## config.mk

```make
export PLATFORM = sky130hd
export DESIGN_NAME = gcn_combination_flat
export DESIGN_NICKNAME = d
export VERILOG_FILES = /design/src/rtl/gcn_combination_if.sv /design/src/rtl/gcn_combination.sv /design/src/flat_wrapper.sv
export SDC_FILE = /design/constraint.sdc
export NUM_CORES = 2
export LEC_CHECK = 0
export CORE_MARGIN = 2
export CORE_UTILIZATION = 60
export CTS_BUF_LIST = sky130_fd_sc_hd__clkbuf_4
export DETAILED_ROUTE_END_ITERATION = 8
export PLACE_DENSITY = 0.77
export SYNTH_ARGS = -nofsm -noshare
export SYNTH_HDL_FRONTEND = slang
export SYNTH_SLANG_ARGS = --single-unit
```

## constraint.sdc

```tcl
create_clock -name clk -period 18.4 [get_ports clk]
set_clock_uncertainty 0.05 [all_clocks]
set_input_delay 3.68 -clock clk [delete_from_list [all_inputs] [get_ports clk]]
set_output_delay 3.68 -clock clk [all_outputs]
set_load 0.01 [all_outputs]
```

## src/rtl/gcn_combination_if.sv

```systemverilog
// gcn_combination_if: control, COO memory and product-row bus of the GCN combination stage
interface gcn_combination_if #(
    parameter int FEATURE_ROWS      = 6,
    parameter int WEIGHT_COLS       = 3,
    parameter int DOT_PROD_WIDTH    = 16,
    parameter int COO_ADDRESS_WIDTH = 13,
    parameter int ROW_WIDTH         = $clog2(FEATURE_ROWS),
    parameter int LABEL_WIDTH       = $clog2(WEIGHT_COLS)
);
    logic                                  start;
    logic [2*ROW_WIDTH-1:0]                coo_in;
    logic [WEIGHT_COLS*DOT_PROD_WIDTH-1:0] fm_wm_row;
    logic [COO_ADDRESS_WIDTH-1:0]          coo_address;
    logic [ROW_WIDTH-1:0]                  read_row;
    logic                                  coo_read_enable;
    logic [FEATURE_ROWS*LABEL_WIDTH-1:0]   y;
    logic                                  busy;
    logic                                  coo_error;
    logic                                  done;

    modport master (
        output start, coo_in, fm_wm_row,
        input  coo_address, read_row, coo_read_enable, y, busy, coo_error, done
    );

    modport slave (
        input  start, coo_in, fm_wm_row,
        output coo_address, read_row, coo_read_enable, y, busy, coo_error, done
    );
endinterface

```

## src/rtl/gcn_combination.sv

```systemverilog
// gcn_combination: aggregates neighbour product rows over a COO edge list, adds self-loops, labels nodes by argmax
module gcn_combination #(
    parameter int FEATURE_ROWS      = 6,
    parameter int WEIGHT_COLS       = 3,
    parameter int NUM_EDGES         = 6,
    parameter int DOT_PROD_WIDTH    = 16,
    parameter int AGG_WIDTH         = 21,
    parameter int COO_ADDRESS_WIDTH = 13,
    parameter int ROW_WIDTH         = $clog2(FEATURE_ROWS),
    parameter int LABEL_WIDTH       = $clog2(WEIGHT_COLS)
) (
    input logic               clk,
    input logic               reset,
    gcn_combination_if.slave  bus
);
    typedef enum logic [2:0] {S_IDLE, S_FETCH, S_ACC_DST, S_ACC_SRC, S_SELF, S_ARGMAX, S_DONE} state_t;

    state_t                       r_state;
    logic [COO_ADDRESS_WIDTH-1:0] r_edge_idx;
    logic [ROW_WIDTH-1:0]         r_node;
    logic [ROW_WIDTH-1:0]         r_src;
    logic [ROW_WIDTH-1:0]         r_dst;
    logic                         r_valid;
    logic [AGG_WIDTH-1:0]         r_agg [FEATURE_ROWS][WEIGHT_COLS];
    logic [LABEL_WIDTH-1:0]       r_y [FEATURE_ROWS];
    logic                         r_busy;
    logic                         r_done;
    logic                         r_err;
    logic                         r_coo_read_enable;
    logic [COO_ADDRESS_WIDTH-1:0] r_coo_address;
    logic [ROW_WIDTH-1:0]         r_read_row;

    logic [ROW_WIDTH-1:0]   w_src;
    logic [ROW_WIDTH-1:0]   w_dst;
    logic                   w_edge_ok;
    logic                   w_last_edge;
    logic                   w_last_node;
    logic [ROW_WIDTH-1:0]   w_target;
    logic                   w_add_en;
    logic [AGG_WIDTH-1:0]   w_sum [WEIGHT_COLS];
    logic [LABEL_WIDTH-1:0] w_best;
    logic [AGG_WIDTH-1:0]   w_best_val;

    assign w_src       = bus.coo_in[2*ROW_WIDTH-1:ROW_WIDTH];
    assign w_dst       = bus.coo_in[ROW_WIDTH-1:0];
    assign w_edge_ok   = ({1'b0, w_src} < (ROW_WIDTH+1)'(FEATURE_ROWS)) && ({1'b0, w_dst} < (ROW_WIDTH+1)'(FEATURE_ROWS));
    assign w_last_edge = r_edge_idx == COO_ADDRESS_WIDTH'(NUM_EDGES - 1);
    assign w_last_node = r_node == ROW_WIDTH'(FEATURE_ROWS - 1);
    assign w_target    = (r_state == S_ACC_DST) ? r_dst : (r_state == S_ACC_SRC) ? r_src : r_node;
    assign w_add_en    = (r_state == S_ACC_DST && r_valid) ||
                         (r_state == S_ACC_SRC && r_valid && r_src != r_dst) ||
                         (r_state == S_SELF);

    // Row being accumulated plus the incoming product row, wrapping at AGG_WIDTH
    always_comb begin
        for (int c = 0; c < WEIGHT_COLS; c++)
            w_sum[c] = r_agg[w_target][c] + AGG_WIDTH'(bus.fm_wm_row[c*DOT_PROD_WIDTH +: DOT_PROD_WIDTH]);
    end

    // Argmax of the current node's accumulator; strict compare keeps the lowest index on ties
    always_comb begin
        w_best     = '0;
        w_best_val = r_agg[r_node][0];
        for (int c = 1; c < WEIGHT_COLS; c++)
            if (r_agg[r_node][c] > w_best_val) begin
                w_best     = LABEL_WIDTH'(c);
                w_best_val = r_agg[r_node][c];
            end
    end

    // Pass sequencer: edge walk, self-loop add, per-node argmax, with registered bus outputs
    always_ff @(posedge clk or posedge reset) begin
        if (reset) begin
            r_state           <= S_IDLE;
            r_edge_idx        <= '0;
            r_node            <= '0;
            r_src             <= '0;
            r_dst             <= '0;
            r_valid           <= 1'b0;
            r_busy            <= 1'b0;
            r_done            <= 1'b0;
            r_err             <= 1'b0;
            r_coo_read_enable <= 1'b0;
            r_coo_address     <= '0;
            r_read_row        <= '0;
            for (int r = 0; r < FEATURE_ROWS; r++) begin
                r_y[r] <= '0;
                for (int c = 0; c < WEIGHT_COLS; c++)
                    r_agg[r][c] <= '0;
            end
        end else begin
            if (w_add_en)
                for (int c = 0; c < WEIGHT_COLS; c++)
                    r_agg[w_target][c] <= w_sum[c];
            case (r_state)
                S_IDLE, S_DONE: begin
                    if (bus.start) begin
                        for (int r = 0; r < FEATURE_ROWS; r++) begin
                            r_y[r] <= '0;
                            for (int c = 0; c < WEIGHT_COLS; c++)
                                r_agg[r][c] <= '0;
                        end
                        r_err             <= 1'b0;
                        r_done            <= 1'b0;
                        r_busy            <= 1'b1;
                        r_edge_idx        <= '0;
                        r_coo_read_enable <= 1'b1;
                        r_coo_address     <= '0;
                        r_state           <= S_FETCH;
                    end
                end
                S_FETCH: begin
                    r_src             <= w_src;
                    r_dst             <= w_dst;
                    r_valid           <= w_edge_ok;
                    r_err             <= r_err | ~w_edge_ok;
                    r_coo_read_enable <= 1'b0;
                    r_coo_address     <= '0;
                    r_read_row        <= w_src;
                    r_state           <= S_ACC_DST;
                end
                S_ACC_DST: begin
                    r_read_row <= r_dst;
                    r_state    <= S_ACC_SRC;
                end
                S_ACC_SRC: begin
                    r_read_row <= '0;
                    if (w_last_edge) begin
                        r_node  <= '0;
                        r_state <= S_SELF;
                    end else begin
                        r_edge_idx        <= r_edge_idx + 1'b1;
                        r_coo_read_enable <= 1'b1;
                        r_coo_address     <= r_edge_idx + 1'b1;
                        r_state           <= S_FETCH;
                    end
                end
                S_SELF: begin
                    r_node     <= w_last_node ? '0 : r_node + 1'b1;
                    r_read_row <= w_last_node ? '0 : r_node + 1'b1;
                    r_state    <= w_last_node ? S_ARGMAX : S_SELF;
                end
                S_ARGMAX: begin
                    r_y[r_node] <= w_best;
                    r_node      <= w_last_node ? '0 : r_node + 1'b1;
                    if (w_last_node) begin
                        r_busy  <= 1'b0;
                        r_done  <= 1'b1;
                        r_state <= S_DONE;
                    end
                end
                default: r_state <= S_IDLE;
            endcase
        end
    end

    assign bus.coo_address     = r_coo_address;
    assign bus.read_row        = r_read_row;
    assign bus.coo_read_enable = r_coo_read_enable;
    assign bus.busy            = r_busy;
    assign bus.done            = r_done;
    assign bus.coo_error       = r_err;

    for (genvar n = 0; n < FEATURE_ROWS; n++) begin : g_y
        assign bus.y[n*LABEL_WIDTH +: LABEL_WIDTH] = r_y[n];
    end
endmodule

```

## src/flat_wrapper.sv

```systemverilog
// flat-port wrapper written by rule: the top's interface ports become plain ports
module gcn_combination_flat 
#(
    parameter int FEATURE_ROWS      = 6,
    parameter int WEIGHT_COLS       = 3,
    parameter int NUM_EDGES         = 6,
    parameter int DOT_PROD_WIDTH    = 16,
    parameter int AGG_WIDTH         = 21,
    parameter int COO_ADDRESS_WIDTH = 13,
    parameter int ROW_WIDTH         = $clog2(FEATURE_ROWS),
    parameter int LABEL_WIDTH       = $clog2(WEIGHT_COLS)
)
  (clk, reset, bus_start, bus_coo_in, bus_fm_wm_row, bus_coo_address, bus_read_row, bus_coo_read_enable, bus_y, bus_busy, bus_coo_error, bus_done);
  gcn_combination_if #(.FEATURE_ROWS(FEATURE_ROWS), .WEIGHT_COLS(WEIGHT_COLS), .DOT_PROD_WIDTH(DOT_PROD_WIDTH), .COO_ADDRESS_WIDTH(COO_ADDRESS_WIDTH), .ROW_WIDTH(ROW_WIDTH), .LABEL_WIDTH(LABEL_WIDTH)) bus_i ();
  input logic clk;
  input logic reset;
  input wire logic [$bits(bus_i.start)-1:0] bus_start;
  input wire logic [$bits(bus_i.coo_in)-1:0] bus_coo_in;
  input wire logic [$bits(bus_i.fm_wm_row)-1:0] bus_fm_wm_row;
  output wire logic [$bits(bus_i.coo_address)-1:0] bus_coo_address;
  output wire logic [$bits(bus_i.read_row)-1:0] bus_read_row;
  output wire logic [$bits(bus_i.coo_read_enable)-1:0] bus_coo_read_enable;
  output wire logic [$bits(bus_i.y)-1:0] bus_y;
  output wire logic [$bits(bus_i.busy)-1:0] bus_busy;
  output wire logic [$bits(bus_i.coo_error)-1:0] bus_coo_error;
  output wire logic [$bits(bus_i.done)-1:0] bus_done;
  assign bus_i.start = bus_start;
  assign bus_i.coo_in = bus_coo_in;
  assign bus_i.fm_wm_row = bus_fm_wm_row;
  assign bus_coo_address = bus_i.coo_address;
  assign bus_read_row = bus_i.read_row;
  assign bus_coo_read_enable = bus_i.coo_read_enable;
  assign bus_y = bus_i.y;
  assign bus_busy = bus_i.busy;
  assign bus_coo_error = bus_i.coo_error;
  assign bus_done = bus_i.done;
  gcn_combination #(.FEATURE_ROWS(FEATURE_ROWS), .WEIGHT_COLS(WEIGHT_COLS), .NUM_EDGES(NUM_EDGES), .DOT_PROD_WIDTH(DOT_PROD_WIDTH), .AGG_WIDTH(AGG_WIDTH), .COO_ADDRESS_WIDTH(COO_ADDRESS_WIDTH), .ROW_WIDTH(ROW_WIDTH), .LABEL_WIDTH(LABEL_WIDTH)) u_core (.clk(clk), .reset(reset), .bus(bus_i));
endmodule
```

==> summary.md <==
| Metric | Value |
|---|---|
| Full die area | `0.0457 mm²` |
| RR Startpoint | `u_core.r_node[2]` |
| TritonRoute pass-1 iters | `8` |
| Cell Pwr Density | `149 mW/mm²` |
| Yosys cell types | `78` |
| Hold path start | `u_core.bus.coo_address[7]` |
| First-pass GRT wire length | `134000 µm` |
| Core area | `0.0433 mm²` |
| Ys flop type | `dfrtp_1` |
| R2R setup slack | `11.03 ns` |
| Setup-failing EPs final | `0` |
| Hold Crit Depth | `1` |
| Max_cap viols | `0` |
| R2r endpoint | `u_core.r_agg[377]` |
| Initial antenna violation count | `2` |
| Cell Area, Synth | `0.0264 mm²` |
| Top cell by count, worst path | `buf_4` |
| Worst Hold Endpoint | `u_core.bus.coo_address[7]` |
| CP startpoint kind | `flip-flop` |
| Largest net degree at the start of global routing | `178` |
| Post-Synth Adder-Cell Area | `4.59%` |
| Post-synthesis mux area share | `9.38%` |
| Via count | `25400` |
| HPWL Detailed | `50100 µm` |
| Synthesized area per cell | `8.50 µm²` |
| CTS Buffer Depth | `3` |
| Htree depth | `3` |
| Crit path time final | `7.37 ns` |
| CTS Buf Count | `116` |
| Pins over their slew limit | `0` |
| Die W | `214 µm` |
| Number of global-route vias before repair | `24500` |
| Synth top area cells | `dfrtp_1, nand2_1, a21oi_1` |
| Measured slew at the worst slew-check pin | `1.42 ns` |
| GRT Total Usage | `38.1%` |
| # rows | `76` |
| Share of the synthesized area in the top cell type | `41.3%` |
| CTS hold repair buffers | `0` |
| Yosys top cell by area | `dfrtp_1` |
| # Post-CTS Setup Buffers | `0` |
| Slowest stage delay, CP | `0.84 ns` |
| Overall Power | `4.31 mW` |
| EDFF count, synth | `0` |
| Hold WC Path Type | `flip-flop to flip-flop` |
| Post-Synth XOR/XNOR Area | `2.08%` |
| Root Buffer | `clkbuf_4` |
| Die Height | `214 µm` |
| Drt total wl | `86100 µm` |
| Vias per cell | `6.72` |
| Register clock-pin slew on the reported worst setup and hold paths | `0.07 ns` |
| Asr flop ratio synth | `100%` |
| TNS Setup | `0 ns` |
| Net count reported at finish | `3265` |
| Req. time, crit path | `19.04 ns` |
| Layout cells sized above 1 | `10.5%` |
| CP max-delay cell | `dfrtp_2` |
| Initial DRC count | `3541` |
| # resized after CTS | `0` |
| I/O pins | `89` |
| Crit Path Category | `flip-flop to flip-flop` |
| Final ANT Viol Nets | `0` |
| Drt drc | `0` |
| Status | `complete, no violations` |
| Final Hold Vio Count | `0` |
| Worst VDD drop | `91.1 µV` |
| Tcrit/Tclk final | `40.1%` |
| Synth Register Bits | `436` |
| Maximum fanout along the worst path | `33` |
| Initial Util | `61.0%` |
| Clock sink count | `436` |
| R2r worst-path depth | `17` |
| WP data arrival | `8.02 ns` |
| Placer congestion estimate | `0.926` |
| Synth Area in Compound Gates | `20.6%` |
| Fmax achieved | `136 MHz` |
| Routed WL per cell | `22.8 µm` |
| Post-Syn Instances | `3107` |
| Syn. warnings | `0` |
| Worst path cell trace | `buf_4 > mux2i_4 > buf_4 > buf_4 > nand3_2 > buf_4 > buf_4 > o22ai_1 > nor3_1 > ha_1 > and2_1 > a221oi_1 > a21boi_0 > o41ai_1 > nor4_2 > xnor2_1 > a21oi_1` |
| RSZ-0062 raised after global routing | `false` |
| Rel. slew slack | `5.14%` |
| CTS tree | `built` |
| Crit. Startpoint | `u_core.r_node[2]` |
| Seq/Total Area, Yosys | `41.3%` |
| Worst skew pair latency | `0.93 ns` |
| Critical Path End Type | `flip-flop` |
| Syn nets | `3259` |
| LEAKAGE | `12.2 nW` |
| Global route total overflow | `0` |
| Simple-Gate Fraction of Synth Area | `17.8%` |
| Combinational family with the most area after synthesis | `compound AO/OA/AOI/OAI gates` |
| Area growth syn-to-layout | `9.37%` |
| IO Port Bufs | `88` |
[critical path, delay by kind of cell (launching register included)]
kind	cells	cell delay, ns
AOI/OAI and AO/OA	5	1.88
DFF	1	0.84
buffers and inverters	5	2.24
muxes	1	0.11
and+or+nand+nor	4	1.09
xor gates and xnor gates	1	0.49
adders and majority gates	1	0.38
[sequential cells by signal, summed over array words and instances, names as in the netlist, 3 cells and up]
name                    count
u_core.r_src                3
u_core.r_edge_idx          13
u_core.bus.read_row         3
u_core.r_agg              378
u_core.r_state              3
u_core.bus.coo_address     13
u_core.bus.y               12
u_core.r_dst                3
u_core.r_node               3
[synthesized netlist by cell type (all sizes together), types with 3 or more instances]
library cell / n
nor2b: 12
xnor2: 41
fa: 3
inv: 34
xor2: 21
nor4: 5
nor4b: 3
ha: 92
dfrtp: 436
o31ai: 26
a221oi: 3
a211oi: 65
nor2: 222
o211ai: 7
buf: 81
nand3: 56
a32oi: 3
a21o: 44
o32ai: 7
and3: 19
clkbuf: 161
o22a: 8
nand4: 15
or2: 5
o21bai: 5
mux4: 64
mux2: 12
a21oi: 412
o22ai: 104
o21a: 9
nor3: 84
o21ai: 212
o221ai: 3
mux2i: 88
a31oi: 7
or3: 6
nand2b: 9
nand2: 692
[power by group]
group / switching (mW) / internal [mW] / leakage [nW]
Combinational: 1.06 / 0.760 / 6.14
Sequential: 0.309 / 1.33 / 5.20
Clock: 0.416 / 0.431 / 0.838
[cells in the final DEF (no fill, tap or decap), types with 4 or more instances in the layout]
cell / n
xor2_1: 21
clkbuf_4: 171
nor3_1: 81
nand2_1: 689
a21oi_1: 412
ha_1: 92
buf_4: 41
mux2_2: 9
clkdlybuf4s50_1: 88
clkinv_1: 18
or3_1: 6
o32ai_1: 5
o22a_1: 8
mux4_2: 64
o31ai_1: 26
o211ai_1: 7
nand3_1: 52
o22ai_1: 104
nand3_2: 4
o21bai_1: 5
a21o_1: 44
o21ai_0: 210
nor2b_1: 11
inv_1: 32
nor2_1: 218
nand4_1: 15
and3_1: 19
a31oi_1: 6
dfrtp_1: 434
nor2_4: 4
a211oi_1: 63
nand2b_1: 9
mux2i_1: 85
o21a_1: 9
xnor2_1: 40
[cells by family after synthesis]
| group | count (synthesis) |
|---|---|
| multiplexers | 164 |
| XOR/XNOR | 62 |
| AND/OR/NAND/NOR | 1136 |
| adder cells (fa/ha/maj) | 95 |
| flip-flops | 436 |
| AO/OA/AOI/OAI | 938 |
| buffers and inverters | 276 |
[final cells by class]
class                   instances  area, µm²
diodes                          1       2.50
clock buffers                 171       1280
clock inverters                22        113
fillers                      3553      14400
inverters                      34        135
multi-input cells            2395      14500
flip-flops and latches        436      10900
well taps                     585        732
repair buffers                130       1210
[worst max path at each step]
stage / to / slack (ns) / depth (start not counted)
after global placement: u_core.r_agg[312] / 11.35 / 12
after CTS: u_core.r_agg[333] / 11.34 / 19
after floorplan: u_core.bus.busy / 2.52 / 1
after global routing: u_core.r_agg[312] / 10.88 / 17
after detailed placement: u_core.r_agg[123] / 11.26 / 12
final: u_core.r_agg[377] / 11.03 / 17
[routing by layer]
metal  track usage [%]  share of wire (%)  up-vias
met5                 0              0.015        -
met4              20.8                5.0        2
met3              10.5                 13      365
met2              58.0                 45     1788
met1              49.6                 37    12100
li1                  -                  -    11100
[metrics by stage]
stage / util [%] / setup slack (ns) / instances / instance area (µm²) / hold WS (ns)
finish: 66.8 / 11.03 / 3774 / 28900 / 0.426
global route: 66.8 / 10.88 / 3774 / 28900 / 0.451
CTS: 66.8 / 11.34 / 3773 / 28900 / 0.430
detailed placement: 63.5 / 11.26 / 3580 / 27500 / 0.416
global placement: 63.5 / 11.35 / 3580 / 27500 / 0.415
floorplan: - / 2.52 / 3107 / 26400 / 0.432
Note: power is estimated with default switching activity, not from simulation.
